**config.mk**
```make
export PLATFORM = sky130hd
export DESIGN_NAME = ex_muldiv_unit
export DESIGN_NICKNAME = d
export VERILOG_FILES = /design/src/rtl/riscv_pkg.sv /design/src/rtl/mdu_div_core.sv /design/src/rtl/ex_muldiv_unit.sv
export SDC_FILE = /design/constraint.sdc
export NUM_CORES = 1
export LEC_CHECK = 0
export CAP_MARGIN = 20
export CORE_MARGIN = 3
export CORE_UTILIZATION = 61
export CTS_BUF_LIST = sky130_fd_sc_hd__clkbuf_16
export DETAILED_ROUTE_END_ITERATION = 8
export GPL_TIMING_DRIVEN = 0
export PLACE_DENSITY_LB_ADDON = 0.12
export SYNTH_ARGS = -nofsm -noshare
export SYNTH_HDL_FRONTEND = slang
export SYNTH_SLANG_ARGS = --single-unit
```
**constraint.sdc**
```tcl
create_clock -name clk -period 7.6 [get_ports clk]
set_input_delay 1.9 -clock clk [delete_from_list [all_inputs] [get_ports clk]]
set_output_delay 1.9 -clock clk [all_outputs]
set_load 0.005 [all_outputs]
```
**src/rtl/riscv_pkg.sv**
```systemverilog
// Shared RV32 definitions for the Execute-stage multiply/divide unit:
// opcode/funct7 constants, funct3 operation encodings, FSM states and
// the funct3-driven result selector used by both the iterative and the
// single-cycle paths.
package riscv_pkg;

    localparam logic [6:0] OPCODE_R      = 7'b0110011;
    localparam logic [6:0] FUNCT7_MULDIV = 7'b0000001;

    typedef enum logic [2:0] {
        OP_MUL    = 3'b000,
        OP_MULH   = 3'b001,
        OP_MULHSU = 3'b010,
        OP_MULHU  = 3'b011,
        OP_DIV    = 3'b100,
        OP_DIVU   = 3'b101,
        OP_REM    = 3'b110,
        OP_REMU   = 3'b111
    } muldiv_op_t;

    typedef enum logic [1:0] {
        IDLE = 2'd0,
        BUSY = 2'd1,
        DONE = 2'd2
    } mdu_state_t;

    // Pick the architectural result out of the sign-corrected product,
    // quotient and remainder according to the operation.
    function automatic logic [31:0] select_result(
        input muldiv_op_t  op,
        input logic [63:0] prod,
        input logic [31:0] quo,
        input logic [31:0] rem
    );
        case (op)
            OP_MUL:                       return prod[31:0];
            OP_MULH, OP_MULHSU, OP_MULHU: return prod[63:32];
            OP_DIV, OP_DIVU:              return quo;
            default:                      return rem;
        endcase
    endfunction

endpackage

```
**src/rtl/mdu_div_core.sv**
```systemverilog
// Restoring-division datapath for the multiply/divide unit. Works on
// operand magnitudes, producing one quotient bit per step. It also owns
// the iteration counter, which the top reuses to time the multiply path.
// The next-step quotient and remainder are exported combinationally so
// the top can capture the final result on the last iteration.
module mdu_div_core #(
    parameter int XLEN  = 32,
    parameter int CNT_W = 5
) (
    input  logic            clk,
    input  logic            rst,
    input  logic            i_load,
    input  logic            i_step,
    input  logic [XLEN-1:0] i_dividend,
    input  logic [XLEN-1:0] i_divisor,
    output logic [XLEN-1:0] o_quo_next,
    output logic [XLEN-1:0] o_rem_next,
    output logic            o_last
);

    logic [XLEN-1:0]  r_quo;
    logic [XLEN-1:0]  r_rem;
    logic [XLEN-1:0]  r_divisor;
    logic [CNT_W-1:0] r_cnt;

    logic [XLEN:0]    w_shift;
    logic [XLEN:0]    w_diff;
    logic             w_qbit;

    // One restoring step: shift the next dividend bit into the partial
    // remainder and keep the trial subtraction only if it did not borrow.
    always_comb begin
        w_shift    = {r_rem, r_quo[XLEN-1]};
        w_diff     = w_shift - {1'b0, r_divisor};
        w_qbit     = ~w_diff[XLEN];
        o_rem_next = w_qbit ? w_diff[XLEN-1:0] : w_shift[XLEN-1:0];
        o_quo_next = {r_quo[XLEN-2:0], w_qbit};
        o_last     = (r_cnt == {CNT_W{1'b1}});
    end

    // Load magnitudes at start, then advance one quotient bit per BUSY cycle.
    always_ff @(posedge clk) begin
        if (rst) begin
            r_quo     <= '0;
            r_rem     <= '0;
            r_divisor <= '0;
            r_cnt     <= '0;
        end else if (i_load) begin
            r_quo     <= i_dividend;
            r_rem     <= '0;
            r_divisor <= i_divisor;
            r_cnt     <= '0;
        end else if (i_step) begin
            r_quo     <= o_quo_next;
            r_rem     <= o_rem_next;
            r_cnt     <= r_cnt + 1'b1;
        end
    end

endmodule

```
**src/rtl/ex_muldiv_unit.sv**
```systemverilog
// Iterative RV32M multiply/divide unit living in the Execute stage.
// Multiplies use a radix-2 shift-add loop and divides use restoring
// division (mdu_div_core), both 32 iterations on operand magnitudes with
// the sign fixed up as the result is captured. Divide-by-zero and signed
// overflow are resolved immediately at start.
// Build option MULDIV_FAST_MUL_EN: multiplies complete through a
// single-cycle combinational product instead of the iterative loop.
module ex_muldiv_unit
    import riscv_pkg::*;
#(
    parameter int XLEN  = 32,
    parameter int CNT_W = 5
) (
    input  logic            clk,
    input  logic            rst,
    input  logic            valid_i,
    input  logic            flush_i,
    input  logic [6:0]      instr_opcodeE,
    input  logic [2:0]      funct3E,
    input  logic [6:0]      funct7E,
    input  logic [XLEN-1:0] op_a,
    input  logic [XLEN-1:0] op_b,
    output logic            stall_o,
    output logic            busy_o,
    output logic            done_o,
    output logic [XLEN-1:0] result_o
);

    mdu_state_t        r_state;
    mdu_state_t        w_next_state;
    muldiv_op_t        r_funct3;
    logic              r_neg_prod;
    logic              r_neg_a;
    logic [XLEN-1:0]   r_mcand;
    logic [XLEN-1:0]   r_result;
    logic [2*XLEN-1:0] r_prod;

    logic              w_start;
    logic              w_is_div;
    logic              w_sign_a;
    logic              w_sign_b;
    logic              w_neg_a;
    logic              w_neg_b;
    logic              w_div_zero;
    logic              w_div_ovf;
    logic              w_special;
    logic              w_direct;
    logic              w_step;
    logic              w_last;
    logic [XLEN-1:0]   w_abs_a;
    logic [XLEN-1:0]   w_abs_b;
    logic [XLEN-1:0]   w_special_result;
    logic [XLEN-1:0]   w_quo_next;
    logic [XLEN-1:0]   w_rem_next;
    logic [XLEN-1:0]   w_quo_fix;
    logic [XLEN-1:0]   w_rem_fix;
    logic [XLEN-1:0]   w_final;
    logic [XLEN:0]     w_add;
    logic [2*XLEN-1:0] w_prod_step;
    logic [2*XLEN-1:0] w_prod_fix;

    // Decode the EX instruction: start condition, operand signedness,
    // magnitudes and the divide corner cases that bypass the loop.
    always_comb begin
        w_start    = valid_i & ~flush_i & (instr_opcodeE == OPCODE_R)
                   & (funct7E == FUNCT7_MULDIV) & (r_state == IDLE);
        w_is_div   = funct3E[2];
        w_sign_a   = (funct3E == OP_MULH) | (funct3E == OP_MULHSU)
                   | (funct3E == OP_DIV)  | (funct3E == OP_REM);
        w_sign_b   = (funct3E == OP_MULH) | (funct3E == OP_DIV)
                   | (funct3E == OP_REM);
        w_neg_a    = w_sign_a & op_a[XLEN-1];
        w_neg_b    = w_sign_b & op_b[XLEN-1];
        w_abs_a    = w_neg_a ? -op_a : op_a;
        w_abs_b    = w_neg_b ? -op_b : op_b;
        w_div_zero = w_is_div & (op_b == '0);
        w_div_ovf  = w_is_div & ~funct3E[0]
                   & (op_a == {1'b1, {(XLEN-1){1'b0}}}) & (op_b == '1);
        w_special  = w_div_zero | w_div_ovf;
        if (w_div_zero) begin
            w_special_result = select_result(muldiv_op_t'(funct3E), '0, '1, op_a);
        end else begin
            w_special_result = select_result(muldiv_op_t'(funct3E), '0,
                                             {1'b1, {(XLEN-1){1'b0}}}, '0);
        end
`ifdef MULDIV_FAST_MUL_EN
        w_direct   = w_special | ~w_is_div;
`else
        w_direct   = w_special;
`endif
    end

`ifdef MULDIV_FAST_MUL_EN
    logic [2*XLEN-1:0] w_fast_prod;

    // Single-cycle product of the sign-extended operands (33x33 signed).
    always_comb begin
        w_fast_prod = {{XLEN{w_neg_a}}, op_a} * {{XLEN{w_neg_b}}, op_b};
    end
`endif

    // One shift-add multiply step plus the sign fix-up applied as the
    // final iteration's result is captured.
    always_comb begin
        w_add       = {1'b0, r_prod[2*XLEN-1:XLEN]} + (r_prod[0] ? {1'b0, r_mcand} : '0);
        w_prod_step = {w_add, r_prod[XLEN-1:1]};
        w_prod_fix  = r_neg_prod ? -w_prod_step : w_prod_step;
        w_quo_fix   = r_neg_prod ? -w_quo_next : w_quo_next;
        w_rem_fix   = r_neg_a ? -w_rem_next : w_rem_next;
        w_final     = select_result(r_funct3, w_prod_fix, w_quo_fix, w_rem_fix);
        w_step      = (r_state == BUSY) & ~flush_i;
    end

    mdu_div_core #(
        .XLEN  (XLEN),
        .CNT_W (CNT_W)
    ) u_div_core (
        .clk        (clk),
        .rst        (rst),
        .i_load     (w_start),
        .i_step     (w_step),
        .i_dividend (w_abs_a),
        .i_divisor  (w_abs_b),
        .o_quo_next (w_quo_next),
        .o_rem_next (w_rem_next),
        .o_last     (w_last)
    );

    // FSM state register.
    always_ff @(posedge clk) begin
        if (rst) begin
            r_state <= IDLE;
        end else begin
            r_state <= w_next_state;
        end
    end

    // Next-state logic and pipeline handshake outputs; flush always wins.
    always_comb begin
        w_next_state = r_state;
        stall_o      = 1'b0;
        busy_o       = 1'b0;
        done_o       = 1'b0;
        case (r_state)
            IDLE:    if (w_start) w_next_state = w_direct ? DONE : BUSY;
            BUSY:    if (w_last)  w_next_state = DONE;
            DONE:    w_next_state = IDLE;
            default: w_next_state = IDLE;
        endcase
        if (flush_i) begin
            w_next_state = IDLE;
        end
        stall_o = w_start | (r_state == BUSY);
        busy_o  = (r_state != IDLE);
        done_o  = (r_state == DONE) & ~flush_i;
        if (rst) begin
            stall_o = 1'b0;
            busy_o  = 1'b0;
            done_o  = 1'b0;
        end
    end

    // Operand/sign capture at start, multiply accumulation while BUSY and
    // result capture on entry to DONE; the result holds otherwise.
    always_ff @(posedge clk) begin
        if (rst) begin
            r_funct3   <= OP_MUL;
            r_neg_prod <= 1'b0;
            r_neg_a    <= 1'b0;
            r_mcand    <= '0;
            r_prod     <= '0;
            r_result   <= '0;
        end else if (w_start) begin
            r_funct3   <= muldiv_op_t'(funct3E);
            r_neg_prod <= w_neg_a ^ w_neg_b;
            r_neg_a    <= w_neg_a;
            r_mcand    <= w_abs_a;
            r_prod     <= {{XLEN{1'b0}}, w_abs_b};
            if (w_special) begin
                r_result <= w_special_result;
            end
`ifdef MULDIV_FAST_MUL_EN
            else if (!w_is_div) begin
                r_result <= select_result(muldiv_op_t'(funct3E), w_fast_prod, '0, '0);
            end
`endif
        end else if (w_step) begin
            r_prod <= w_prod_step;
            if (w_last) begin
                r_result <= w_final;
            end
        end
    end

    assign result_o = r_result;

endmodule

```
==> results.md <==
- Status: finished, final reports clean
- Dpl cells: 3074
- Vias: 22889
- Synthesized area: 19240 um^2
- Pwr/cell area: 130.1 nW/um^2
- Leak pwr: 0.008406 uW
- Width of the die: 183.6 um
- Vias in the first global route: 21171
- WS Path Type: reg -> reg
- GRT Resource Usage Total: 0.4886
- Pins over their slew limit: 0
- Total negative slack: 0 ns
- DRT Pass-1 Iters: 9
- # diodes: 0
- Maxcap violations: 0
- Type of destination of the critical path: flip-flop
- 1st-iter DRT viols: 3541
- Final WS setup: 0.3462 ns
- Worst-Margin Slew: 1.166 ns
- Die Y: 183.6 um
- Crit path DAT: 7.71 ns
- Total of warnings raised by yosys: 0
- Top FF cell, synth: dfxtp_1
- Site Rows: 64
- Layout cell share with drive strength beyond 1: 0.03773
- Final core occ: 0.7107
- CTS sink cnt: 236
- Largest net degree at the start of global routing: 15
- Fin crit share: 0.9544
- Layout Cells excl Fill: 3126
- Post-DP HPWL: 67220 um
- Remaining antenna violation count: 0
- CTS root buf: clkbuf_16
- First-pass GRT wire length: 126700 um
- I/O pin count: 120
- Worst vdd ir: 0.1470 mV
- Longest Clk Path Bufs: 3
- Worst-path clk slew: 0.07 ns
- Sequential element share of the synthesized area: 0.2455
- CP startpoint kind: flip-flop
- CTS tree: yes
- Remaining Overflow, GRT: 0
- Initial antenna violation count: 4
- Routed WL per cell: 27.51 um
- Synthesized net count: 2719
- Final Power: 2851 uW
- Internal reg-to-reg setup slack: 0.35 ns
- Skew final: 0.01145 ns
- Hold Path Depth: 2
- Worst-skew pair later-pin latency: 0.56 ns
- Worst hold path class: reg -> reg
- Final Hold Vio Count: 0
- RSZ-0062 raised after global routing: false
- Hold_buf cts: 0
- Worst Reg-to-Reg Cells: 25
- Drc violations: 0
- Layout Nets: 2870
- Reg2reg start: u_div_core.r_quo[31]
- Post-synth EDFFs: 0
- Hold EP: r_prod[44]
- Final setup viols: 0
- Post-place setup slack: -0.1347 ns
- Startpoint of the worst hold path: r_prod[44]
- Core Region: 30830 um^2
- Post-Syn Instances: 2560
- DRT Wirelength: 86000 um
- Die Area: 33710 um^2
- Starting Density: 0.6241
- Fin crit period: 7.254 ns
- Worst slew margin: 0.2230
- End of the worst register-to-register path: result_o[30]
- TritonCTS Buffers: 27
- Vias/cell: 7.322
- P&R area growth vs syn: 13.87%
- Crit Path Max Fanout: 10
- Fmax: 137.9 MHz
- Yosys cell types: 88
- Syn_area_per_cell: 7.516 um^2
- Final GP Congestion: 1.152
- Register bit total from synthesis: 236
- Required time of the critical path: 8.05 ns
- Async SR Flop Fraction: 0
- H-tree Lvls: 1
- Port bufs: 118
## timing repair
item                       4_1_cts  5_1_grt
cloned                           0        0
gates resized for setup          0        8
setup endpoints to repair        4       13
pin swaps                        1        0
buffers inserted                 1        0
## cell usage after synthesis, types with 23 or more instances
master    count  share of area
inv_1        61          0.012
a21oi_1     237          0.062
a211oi_1     53          0.021
dfxtp_1     236           0.25
xnor2_1     105          0.048
a21o_1       48          0.019
or3_1        37          0.012
nor4_1       23         0.0075
a21boi_0     68          0.027
a31oi_1      38          0.012
xor2_1       89          0.041
mux2i_1      73          0.038
o21a_1       45          0.018
nor2_1      208          0.041
nor3_1       74          0.019
nand2_1     243          0.047
nand2b_1     25         0.0081
o21ai_0     156          0.041
and2_1       58          0.019
nand4_1      23         0.0075
nand3_1      34         0.0088
clkbuf_1    145          0.028
o31ai_1      51          0.020
ha_1         72          0.047
## worst max-delay path, cell delays in order (launching register included)
cell and delay, ns:
dfxtp_1 0.36, inv_1 0.07, ha_1 0.19, inv_1 0.07, fa_1 0.23, a211o_1 0.18
a221o_1 0.14, buf_2 0.20, o2111ai_2 0.25, a2111oi_4 0.56, o21a_1 0.50, nor2_4 0.17
inv_2 0.24, clkbuf_1 0.47, clkbuf_2 0.40, nor2_1 0.07, a21oi_1 0.25, ha_1 0.28
nand2_1 0.06, or3_1 0.35, nor4b_1 0.51, a31oi_1 0.29, nor2_1 0.29, nand2_1 0.21
or4_1 0.57, a311oi_1 0.26
## kinds of logic after synthesis
logic type / synth area share
and+or+nand+nor: 0.2180
DFF: 0.2455
AOI/OAI and AO/OA: 0.3109
adders and majority gates: 0.04890
xor gates and xnor gates: 0.08830
muxes: 0.04207
buffers and inverters: 0.04630
## layout by cell type (no fill, tap or decap), drive strengths merged, types with 9 or more instances in the layout
cell,n
or3,37
and2,58
buf,27
o21ai,160
a22oi,13
a21boi,68
nor3,76
o41ai,22
a21o,48
a21oi,237
mux2i,73
nor2b,13
o31ai,52
inv,63
nand3,34
a2111oi,10
a31oi,38
or4,25
clkbuf,173
a221oi,18
o221ai,18
and4,9
or2,11
o211ai,15
o21a,45
a211oi,53
xor2,89
dfxtp,236
nor4,23
xnor2,105
nand4,23
nand2b,25
ha,72
nor2,209
clkdlybuf4s50,118
and3,19
nand2,243
clkinv,14
a311oi,18
## state kept, by name, indices dropped and copies added, names as in the netlist, 2 cells and up
register,count
u_div_core.r_cnt,5
r_mcand,32
r_prod,64
u_div_core.r_quo,32
u_div_core.r_divisor,32
r_state,2
u_div_core.r_rem,32
result_o,32
r_funct3,3
## where the power goes
| group | internal, uW | switching (uW) | total (uW) |
|---|---|---|---|
| logic | 82.4 | 118 | 201 |
| registers | 1240 | 0.0228 | 1240 |
| clock network | 821 | 593 | 1410 |
## cell type report
cell class / instances / area [um^2]
Fill cell: 2436 / 8919
Inverter: 64 / 240.2
Multi-Input combinational cell: 2091 / 13660
Buffer: 169 / 651.9
Tap cell: 396 / 495.5
Clock buffer: 27 / 675.6
Sequential cell: 236 / 4725
Timing Repair Buffer: 122 / 1209
Clock inverter: 21 / 254.0
## routing by layer
layer	routed length, um	part of all wire	GRT usage	vias up
met2	34880	0.41	0.7262	2016
met3	12800	0.15	0.1648	463
met4	6270	0.073	0.2657	8
met5	53	0.00062	0	-
met1	31990	0.37	0.6251	10602
li1	-	-	-	9800
## how the worst max path moves through the flow
stage	to	from	depth (start not counted)
after global routing	result_o[30]	u_div_core.r_quo[31]	25
final	result_o[30]	u_div_core.r_quo[31]	25
after floorplan	result_o[30]	u_div_core.r_quo[31]	25
after CTS	result_o[30]	u_div_core.r_quo[31]	25
after detailed placement	result_o[30]	u_div_core.r_quo[31]	25
after global placement	result_o[30]	u_div_core.r_quo[31]	25
## metrics by stage
| step | hold WS (ns) | instance area, um^2 |
|---|---|---|
| finish | 0.4650 | 21910 |
| global route | 0.4701 | 21910 |
| CTS | 0.4543 | 21860 |
| detailed placement | 0.4440 | 20920 |
| global placement | 0.4325 | 20920 |
| floorplan | 0.4149 | 19240 |
Note: power is estimated with default switching activity, not from simulation.
